File: src/rtl/dmem_arbiter_if.sv
// Requester/memory bundle for dmem_arbiter.
// slave = arbiter side; master = requesters plus the memory model.
interface dmem_arbiter_if #(
   parameter int unsigned ADDR_W = 32,
   parameter int unsigned DATA_W = 32
);
   logic              req0, req1;
   logic              we0, we1;
   logic [ADDR_W-1:0] addr0, addr1;
   logic [DATA_W-1:0] wdata0, wdata1;
   logic              gnt0, gnt1;
   logic              done0, done1;
   logic              err0, err1;
   logic [DATA_W-1:0] rdata0, rdata1;
   logic              mem_rw;
   logic [ADDR_W-1:0] mem_addr;
   logic [DATA_W-1:0] mem_wdata;
   logic [DATA_W-1:0] mem_rdata;
   logic              busy;

   modport slave (
      input  req0, req1, we0, we1, addr0, addr1, wdata0, wdata1, mem_rdata,
      output gnt0, gnt1, done0, done1, err0, err1, rdata0, rdata1,
             mem_rw, mem_addr, mem_wdata, busy
   );

   modport master (
      output req0, req1, we0, we1, addr0, addr1, wdata0, wdata1, mem_rdata,
      input  gnt0, gnt1, done0, done1, err0, err1, rdata0, rdata1,
             mem_rw, mem_addr, mem_wdata, busy
   );
endinterface

File: src/rtl/dmem_arbiter.sv
// Two-port arbiter for a single-port data memory: IDLE -> ACCESS -> RESP per transaction.
// Define DMEM_ARB_FIXED_PRIO_EN for fixed priority (port 0 wins); default is round-robin.
module dmem_arbiter #(
   parameter int unsigned ADDR_W    = 32,
   parameter int unsigned DATA_W    = 32,
   parameter int unsigned MEM_DEPTH = 32
) (
   input logic           clk_i,
   input logic           rst_i,
   dmem_arbiter_if.slave bus
);

   typedef enum logic [1:0] {IDLE, ACCESS, RESP} state_e;

   state_e            state_q, state_d;
   logic              win_q, win_d;
   logic              we_q, we_d;
   logic              oor_q, oor_d;
   logic [1:0]        gnt_q, gnt_d;
   logic [1:0]        done_q, done_d;
   logic [1:0]        err_q, err_d;
   logic [DATA_W-1:0] rdata0_q, rdata0_d;
   logic [DATA_W-1:0] rdata1_q, rdata1_d;
   logic              mem_rw_q, mem_rw_d;
   logic [ADDR_W-1:0] mem_addr_q, mem_addr_d;
   logic [DATA_W-1:0] mem_wdata_q, mem_wdata_d;
   logic              busy_q, busy_d;

   logic              win_c;
   logic              sel_we_c;
   logic [ADDR_W-1:0] sel_addr_c;
   logic [DATA_W-1:0] sel_wdata_c;
   logic              sel_oor_c;
   logic [DATA_W-1:0] ld_data_c;

`ifdef DMEM_ARB_FIXED_PRIO_EN
   assign win_c = ~bus.req0;
`else
   // prio_q names the port preferred on the next contention
   logic prio_q, prio_d;
   assign win_c = (bus.req0 & bus.req1) ? prio_q : bus.req1;
`endif

   assign sel_we_c    = win_c ? bus.we1    : bus.we0;
   assign sel_addr_c  = win_c ? bus.addr1  : bus.addr0;
   assign sel_wdata_c = win_c ? bus.wdata1 : bus.wdata0;
   assign sel_oor_c   = (sel_addr_c >= ADDR_W'(MEM_DEPTH));
   assign ld_data_c   = oor_q ? '0 : bus.mem_rdata;

   // Next-state and registered-output logic
   always_comb begin
      state_d     = state_q;
      win_d       = win_q;
      we_d        = we_q;
      oor_d       = oor_q;
      gnt_d       = '0;
      done_d      = '0;
      err_d       = '0;
      rdata0_d    = rdata0_q;
      rdata1_d    = rdata1_q;
      mem_rw_d    = 1'b0;
      mem_addr_d  = mem_addr_q;
      mem_wdata_d = mem_wdata_q;
`ifndef DMEM_ARB_FIXED_PRIO_EN
      prio_d      = prio_q;
`endif
      case (state_q)
         IDLE: begin
            if (bus.req0 | bus.req1) begin
               state_d     = ACCESS;
               win_d       = win_c;
               we_d        = sel_we_c;
               oor_d       = sel_oor_c;
               mem_addr_d  = sel_addr_c;
               mem_wdata_d = sel_wdata_c;
               mem_rw_d    = sel_we_c & ~sel_oor_c;
               gnt_d[win_c] = 1'b1;
`ifndef DMEM_ARB_FIXED_PRIO_EN
               prio_d      = ~win_c;
`endif
            end
         end
         ACCESS: begin
            state_d        = RESP;
            done_d[win_q]  = 1'b1;
            err_d[win_q]   = oor_q;
            if (!we_q) begin
               if (win_q) rdata1_d = ld_data_c;
               else       rdata0_d = ld_data_c;
            end
         end
         RESP:    state_d = IDLE;
         default: state_d = IDLE;
      endcase
      busy_d = (state_d != IDLE);
   end

   always_ff @(posedge clk_i) begin
      if (rst_i) begin
         state_q     <= IDLE;
         win_q       <= 1'b0;
         we_q        <= 1'b0;
         oor_q       <= 1'b0;
         gnt_q       <= '0;
         done_q      <= '0;
         err_q       <= '0;
         rdata0_q    <= '0;
         rdata1_q    <= '0;
         mem_rw_q    <= 1'b0;
         mem_addr_q  <= '0;
         mem_wdata_q <= '0;
         busy_q      <= 1'b0;
`ifndef DMEM_ARB_FIXED_PRIO_EN
         prio_q      <= 1'b0;
`endif
      end else begin
         state_q     <= state_d;
         win_q       <= win_d;
         we_q        <= we_d;
         oor_q       <= oor_d;
         gnt_q       <= gnt_d;
         done_q      <= done_d;
         err_q       <= err_d;
         rdata0_q    <= rdata0_d;
         rdata1_q    <= rdata1_d;
         mem_rw_q    <= mem_rw_d;
         mem_addr_q  <= mem_addr_d;
         mem_wdata_q <= mem_wdata_d;
         busy_q      <= busy_d;
`ifndef DMEM_ARB_FIXED_PRIO_EN
         prio_q      <= prio_d;
`endif
      end
   end

   assign bus.gnt0      = gnt_q[0];
   assign bus.gnt1      = gnt_q[1];
   assign bus.done0     = done_q[0];
   assign bus.done1     = done_q[1];
   assign bus.err0      = err_q[0];
   assign bus.err1      = err_q[1];
   assign bus.rdata0    = rdata0_q;
   assign bus.rdata1    = rdata1_q;
   assign bus.mem_rw    = mem_rw_q;
   assign bus.mem_addr  = mem_addr_q;
   assign bus.mem_wdata = mem_wdata_q;
   assign bus.busy      = busy_q;

endmodule

File: src/flat_wrapper.sv
// flat-port wrapper written by rule: the top's interface ports become plain ports
module dmem_arbiter_flat 
#(
   parameter int unsigned ADDR_W    = 32,
   parameter int unsigned DATA_W    = 32,
   parameter int unsigned MEM_DEPTH = 32
)
  (clk_i, rst_i, bus_req0, bus_req1, bus_we0, bus_we1, bus_addr0, bus_addr1, bus_wdata0, bus_wdata1, bus_mem_rdata, bus_gnt0, bus_gnt1, bus_done0, bus_done1, bus_err0, bus_err1, bus_rdata0, bus_rdata1, bus_mem_rw, bus_mem_addr, bus_mem_wdata, bus_busy);
  dmem_arbiter_if #(.ADDR_W(ADDR_W), .DATA_W(DATA_W)) bus_i ();
  input logic clk_i;
  input logic rst_i;
  input wire logic [$bits(bus_i.req0)-1:0] bus_req0;
  input wire logic [$bits(bus_i.req1)-1:0] bus_req1;
  input wire logic [$bits(bus_i.we0)-1:0] bus_we0;
  input wire logic [$bits(bus_i.we1)-1:0] bus_we1;
  input wire logic [$bits(bus_i.addr0)-1:0] bus_addr0;
  input wire logic [$bits(bus_i.addr1)-1:0] bus_addr1;
  input wire logic [$bits(bus_i.wdata0)-1:0] bus_wdata0;
  input wire logic [$bits(bus_i.wdata1)-1:0] bus_wdata1;
  input wire logic [$bits(bus_i.mem_rdata)-1:0] bus_mem_rdata;
  output wire logic [$bits(bus_i.gnt0)-1:0] bus_gnt0;
  output wire logic [$bits(bus_i.gnt1)-1:0] bus_gnt1;
  output wire logic [$bits(bus_i.done0)-1:0] bus_done0;
  output wire logic [$bits(bus_i.done1)-1:0] bus_done1;
  output wire logic [$bits(bus_i.err0)-1:0] bus_err0;
  output wire logic [$bits(bus_i.err1)-1:0] bus_err1;
  output wire logic [$bits(bus_i.rdata0)-1:0] bus_rdata0;
  output wire logic [$bits(bus_i.rdata1)-1:0] bus_rdata1;
  output wire logic [$bits(bus_i.mem_rw)-1:0] bus_mem_rw;
  output wire logic [$bits(bus_i.mem_addr)-1:0] bus_mem_addr;
  output wire logic [$bits(bus_i.mem_wdata)-1:0] bus_mem_wdata;
  output wire logic [$bits(bus_i.busy)-1:0] bus_busy;
  assign bus_i.req0 = bus_req0;
  assign bus_i.req1 = bus_req1;
  assign bus_i.we0 = bus_we0;
  assign bus_i.we1 = bus_we1;
  assign bus_i.addr0 = bus_addr0;
  assign bus_i.addr1 = bus_addr1;
  assign bus_i.wdata0 = bus_wdata0;
  assign bus_i.wdata1 = bus_wdata1;
  assign bus_i.mem_rdata = bus_mem_rdata;
  assign bus_gnt0 = bus_i.gnt0;
  assign bus_gnt1 = bus_i.gnt1;
  assign bus_done0 = bus_i.done0;
  assign bus_done1 = bus_i.done1;
  assign bus_err0 = bus_i.err0;
  assign bus_err1 = bus_i.err1;
  assign bus_rdata0 = bus_i.rdata0;
  assign bus_rdata1 = bus_i.rdata1;
  assign bus_mem_rw = bus_i.mem_rw;
  assign bus_mem_addr = bus_i.mem_addr;
  assign bus_mem_wdata = bus_i.mem_wdata;
  assign bus_busy = bus_i.busy;
  dmem_arbiter #(.ADDR_W(ADDR_W), .DATA_W(DATA_W), .MEM_DEPTH(MEM_DEPTH)) u_core (.clk_i(clk_i), .rst_i(rst_i), .bus(bus_i));
endmodule
File: config.mk
export PLATFORM = sky130hd
export DESIGN_NAME = dmem_arbiter_flat
export DESIGN_NICKNAME = d
export VERILOG_FILES = /design/src/rtl/dmem_arbiter_if.sv /design/src/rtl/dmem_arbiter.sv /design/src/flat_wrapper.sv
export SDC_FILE = /design/constraint.sdc
export NUM_CORES = 1
export LEC_CHECK = 0
export CAP_MARGIN = 20
export CORE_MARGIN = 2
export CORE_UTILIZATION = 42
export CTS_CLUSTER_DIAMETER = 80
export DETAILED_ROUTE_END_ITERATION = 12
export PLACE_DENSITY = 0.95
export SYNTH_ARGS = -nofsm -noshare
export SYNTH_HDL_FRONTEND = slang
export SYNTH_SLANG_ARGS = --single-unit
File: constraint.sdc
create_clock -name clk_i -period 2.5 [get_ports clk_i]
set_input_delay 0.25 -clock clk_i [delete_from_list [all_inputs] [get_ports clk_i]]
set_output_delay 0.25 -clock clk_i [all_outputs]
set_load 0.05 [all_outputs]
==> results.cfg <==
[drt]
wl_um = 18640
drt-pass1-iter-count = 6
drc_errors = 0
initialDrtViolationCount = 479
ant_nets = 0
vias = 5863
vias_per_cell = 5.263
wire_per_inst_um = 16.73

[worst_setup_path]
cp_cell_sequence = nor2_1 > and2_2 > nor2_1 > a211oi_1
cp-end-kind = flip-flop
cp.depth = 4
reg2reg_to = u_core.bus.mem_addr[26]
crit_path_frequent_cell = nor2_1
reg2reg_depth = 4
start_kind = flip-flop
cp.required_ps = 2810
critical_path_class = flip-flop to flip-flop
path_buf_inv = 0
arrival_ps = 2370
rrSetupSlack_ps = 440
cpMaxStageDelayCell = and2_2
max_stage_delay_ps = 850
r2r-start = u_core.state_q[0]
cp_max_fo = 56
cp-endpoint = u_core.bus.mem_addr[26]
cp_top_family = simple AND/OR/NAND/NOR gates
critical_path.startpoint = u_core.state_q[0]

[cts]
postCtsSetupRepairBufs = 0
path_clk_slew_ps = 60
clock_sinks = 142
root_buffer = clkbuf_16
clockBufferDepth = 2
worstSkewPairLatency_ps = 420
hold_buffers = 0
htree_levels = 4
cts_tree = done
cts_resized = 0
cts_buffers = 17

[worst_hold_path]
hp-class = input pin to flip-flop

[power]
leakagePower_nw = 3.536
powerDensity_mw_per_mm2 = 723.3
ir_drop_v = 0.0003700

[floorplanning]
rows = 42
pin_count = 302
dieHeight_um = 119.2
core-area_mm2 = 0.01309
die_w_um = 119.2
dieArea_mm2 = 0.01422
initial_core_util_pct = 42.62

[timing]
finalHoldViolCount = 0
finalClockSkew_ps = 9.036
period_share_pct = 82.21
tightest_slew_ps = 946.3
clock.fmax_mhz = 486.6
final_max_slew_viol_count = 0
min_period_ps = 2055
fin_setup_tns_ps = 0
rsz0062_at_grt = no
setup_viol = 0
maxSlewHeadroom_pct = 36.92

[grt]
grt_max_degree = 90
grt_antenna_before_repair = 0
grt_pass1_vias = 5903
met1_usage_pct = 28.44
busiest_layer = met2
grt_pass1_wl_um = 29470
grt_usage_pct = 26.25
met3_usage_pct = 7.902
grt_use_met2_pct = 46.52
overflow = 0

[yosys]
synth_fp_nets = 811
avgSynthCellArea_um2 = 8.646
ys_ff_latch = 142
post_synth_num_cell_types = 37
yosys_warnings = 0
yosysSeqAreaShare_pct = 50.98
synth_area_mm2 = 0.005577
synthCells = 645

[placement]
io_buffers = 301
hpwl_um = 13220
gp_congestion = 0.9341

[outcome]
outcome = finished clean

[final_layout]
drive_above_1_share_pct = 5.864
syn_to_final_growth_pct = 66.55
final_nets = 1091
final_cell_mix = 300 x clkdlybuf4s50_1, 169 x nand2_1, 142 x dfxtp_1, 65 x a21oi_1, 49 x nor2_1
antennaDiodeCount = 0
layout_commonest_cell = clkdlybuf4s50_1
fin_util_pct = 70.98

[job]
cap_violations = 0
==> power by group <==
part           switching, mW  internal [mW]
combinational          0.981          0.649
clock                  0.937           1.64
sequential            0.0878           2.42
==> how the worst min path moves through the flow <==
stage	startpoint	end	slack, ps	depth (start not counted)
final	rst_i	u_core.bus.mem_wdata[5]	220	2
after global routing	rst_i	u_core.bus.mem_wdata[30]	230	2
after CTS	rst_i	u_core.bus.mem_wdata[5]	210	2
after detailed placement	u_core.bus.mem_wdata[29]	u_core.bus.mem_wdata[29]	430	2
after global placement	u_core.bus.mem_wdata[29]	u_core.bus.mem_wdata[29]	420	2
after floorplan	bus_addr1[0]	u_core.bus.mem_addr[0]	380	2
==> cell usage after synthesis (all sizes together) <==
cell type  count  area share, %
a21o           2           0.27
and3           2           0.22
nand2        169             11
a211oi        27            3.6
o211a          1           0.18
or3            2           0.22
dfxtp        142             51
a311oi         1           0.16
a222oi        18            3.2
inv            2           0.13
nor4          13            1.6
nor2b         33            3.8
a22oi         19            2.6
o31ai          1           0.13
o2111ai        1           0.16
nand4          2           0.22
a21oi         66            5.9
nand2b         3           0.52
clkbuf        30            2.0
or3b           1           0.16
and4           2           0.31
or2            2           0.22
mux2i         28            5.0
nor3b          1           0.22
mux2           1           0.20
buf           20            2.3
nor2          49            3.3
and2           3           0.34
nor3           4           0.56
==> routing by layer <==
layer / up-vias / share of wire [%]
li1: 2789 / -
met1: 2702 / 37
met2: 319 / 50
met3: 53 / 8.9
met4: 0 / 3.5
met5: - / 0
==> final cells by class <==
cell class / instances / area (µm²)
fill: 921 / 3797
timing repair buffer: 311 / 3098
clock inverter: 11 / 138.9
clock buffer: 21 / 470.5
tap: 176 / 220.2
sequential: 142 / 2843
multi-input combinational: 451 / 2510
inverter: 2 / 7.507
==> sequential cells by signal (all words and copies together), names as in the netlist <==
name / flops
u_core.we_q: 1
u_core.done_q: 2
u_core.gnt_q: 2
u_core.bus.rdata1: 32
u_core.err_q: 2
u_core.oor_q: 1
u_core.bus.mem_wdata: 32
u_core.win_q: 1
u_core.state_q: 2
u_core.bus.busy: 1
u_core.bus.mem_addr: 32
u_core.bus.mem_rw: 1
u_core.bus.rdata0: 32
u_core.prio_q: 1
==> through the flow <==
step | hold slack [ps] | instance area [µm²] | instances | worst slack, ps | power [mW]
global placement | 422.6 | 8678 | 1082 | 350.5 | 4.150
global route | 225.8 | 9288 | 1114 | 304.7 | 6.962
finish | 218.4 | 9288 | 1114 | 444.8 | 6.718
detailed placement | 427.9 | 8678 | 1082 | 255.5 | 4.176
CTS | 205.5 | 9288 | 1114 | 450.6 | 6.762
floorplan | 378.8 | 5577 | 645 | 1074 | 3.491
==> cells by family (layout without fill, tap and decap cells) <==
kind of cell           after synthesis  after routing  share of synthesized area [%]
DFF                                142            142                          50.98
buffers and inverters               52            345                          4.465
and+or+nand+nor                    286            286                          23.09
muxes                               29             29                          5.228
AOI/OAI and AO/OA                  136            136                          16.24
No activity file was read; power rests on OpenSTA's default activity.
==> edit: new RTL, same settings <==
Build with the macro `DMEM_ARB_FIXED_PRIO_EN` defined.
--- a/src/rtl/dmem_arbiter.sv
+++ b/src/rtl/dmem_arbiter.sv
@@ -1,5 +1,7 @@
 // Two-port arbiter for a single-port data memory: IDLE -> ACCESS -> RESP per transaction.
 // Define DMEM_ARB_FIXED_PRIO_EN for fixed priority (port 0 wins); default is round-robin.
+`define DMEM_ARB_FIXED_PRIO_EN
+
 module dmem_arbiter #(
    parameter int unsigned ADDR_W    = 32,
    parameter int unsigned DATA_W    = 32,
Behaviour: not the same (a bounded check fails within 10 cycles, from zero or initial values and one cycle with rst_i high).
==> edit against the original RTL <==
Wire length grew 3.3%. Largest power group is now registers. First-iteration DRC count grew 10%. Largest cell class unchanged. Via count shrank 3.6%. Area after synthesis shrank 0.96%. Design area shrank 1.4%. Hold slack gained 65 ps. Sequential share of layout area grew 0.21 points. Total power shrank 7.2%. Setup slack gained 170 ps. Count of clock-buffer cells in the layout grew 1. Sequential cell count shrank 1.
==> edit: results (changes against the original RTL) <==
Parameter                              Value

Run status
  Result of the run ... finished, final reports clean (unchanged)

Critical path
  CP peak stage delay ... 870 ps (was 850 ps)
  Gate family responsible for the most delay along the worst path ... buffers and inverters (was simple AND/OR/NAND/NOR gates)
  Worst reg2reg path depth ... 3 (was 4)
  Highest-delay cell along the critical path ... sky130_fd_sc_hd__clkdlybuf4s50_1 (was sky130_fd_sc_hd__and2_2)
  Worst reg2reg endpoint ... u_core.bus.mem_addr[7] (was u_core.bus.mem_addr[26])

Logic synthesis
  Synth Net Count ... 815 (was 811)
  Largest cells by area after synthesis ... sky130_fd_sc_hd__dfxtp_1 51%, sky130_fd_sc_hd__nand2_1 13%, sky130_fd_sc_hd__mux2i_1 12% (was sky130_fd_sc_hd__dfxtp_1 51%, sky130_fd_sc_hd__nand2_1 11%, sky130_fd_sc_hd__a21oi_1 5.9%)
  Most frequent cells after synthesis ... 194 x sky130_fd_sc_hd__nand2_1, 141 x sky130_fd_sc_hd__dfxtp_1, 65 x sky130_fd_sc_hd__mux2i_1 (was 169 x sky130_fd_sc_hd__nand2_1, 142 x sky130_fd_sc_hd__dfxtp_1, 66 x sky130_fd_sc_hd__a21oi_1)
  Number of distinct library cell variants in the gate-level netlist after synthesis ... 31 (was 37)
  Post-Syn Instances ... 649 (was 645)

Placed design
  Placer Congestion ... 0.9121 (was 0.9341)
  Hpwl dp ... 14.32 mm (was 13.22 mm)
  Area after detailed placement ... 0.008636 sq mm (was 0.008678 sq mm)
  Pre-CTS setup slack ... 372.7 ps (was 255.5 ps)

Route
  Initial detailed-routing violation count ... 529 (was 479)
  Number of iterations in the first detailed-routing pass ... 4 (was 6)
  Wire length after detailed routing ... 19.25 mm (was 18.64 mm)

Global route
  Pin count of the biggest net entering global routing ... 65 (was 90)
  Global router's overall resource usage ... 27.29% (was 26.25%)

Final layout
  Total Nets Final ... 1098 (was 1091)
  Total of fill cells in the finished design ... 965 (was 921)
  Number of clock buffers in the layout ... 22 (was 21)
  Area used by multi-input combinational logic ... 0.002494 sq mm (was 0.002510 sq mm)
  Register share of the cell area ... 30.82% (was 30.61%)
  Syn-to-layout area delta ... 65.86% (was 66.55%)

Power
  Leak pwr ... 3.418 nW (was 3.536 nW)
  Maximum ir drop on the vdd rail ... 0.5090 mV (was 0.3700 mV)
  Power dissipated in the clock network ... 0.00227 W (was 0.00258 W)
  Fraction of power consumed by combinational cells ... 23.7% (was 24.3%)

Timing
  Smallest hold slack ... 283.5 ps (was 218.4 ps)
  Skew final ... 9.414 ps (was 9.036 ps)
  Transition time at the pin with the least slew margin ... 733.1 ps (was 946.3 ps)

Clock network
  Clock sink count ... 141 (was 142)
[edit: changes by cell type after synthesis, sizes merged, moves of 2 or more]
cell / before / now
nand2: 169 / 194
nor2: 49 / 3
a21oi: 66 / 64
or2: 2 / 0
a211oi: 27 / 0
a22oi: 19 / 0
and4: 2 / 0
mux2i: 28 / 65
o21ai: 0 / 65
buf: 20 / 13
clkbuf: 30 / 34
a222oi: 18 / 0
nand3: 0 / 2
nor3: 4 / 1
[edit: how the worst max path moves through the flow]
stage                        endpoint  slack (ps)                    start  depth (start not counted)
6_report              bus_mem_addr[6]         620   u_core.bus.mem_addr[6]                          1
5_1_grt               bus_mem_addr[6]         560   u_core.bus.mem_addr[6]                          1
4_1_cts              bus_mem_addr[26]         610  u_core.bus.mem_addr[26]                          1
3_5_place_dp   u_core.bus.mem_addr[0]         370                 bus_req1                          5
3_3_place_gp             u_core.win_q         430                 bus_req1                          6
2_1_floorplan    u_core.bus.rdata1[0]        1010        u_core.state_q[1]                          6
[edit: kinds of logic after synthesis]
family / count (synthesis) / share of synthesized area (%)
multiplexers: 66 / 11.98
flip-flops: 141 / 51.11
AO/OA/AOI/OAI: 134 / 12.57
buffers and inverters: 50 / 3.965
AND/OR/NAND/NOR: 258 / 20.37
[edit: layer usage]
layer | part of all wire (%) | track usage (%) | wire length (um) | vias up
li1 | - | - | - | 2748
met2 | 52 | 48.06 | 9930 | 246
met3 | 7.1 | 8.349 | 1374 | 47
met4 | 3.4 | 12.13 | 648 | 0
met5 | 0 | 0 | 0 | -
met1 | 38 | 30.06 | 7297 | 2609
[edit: worst register-to-register path, delay by kind of cell (launching register included)]
family | cells | cell delay, ps
simple gates | 1 | 800
flops | 1 | 330
buf+inv | 1 | 310
compound gates | 1 | 270
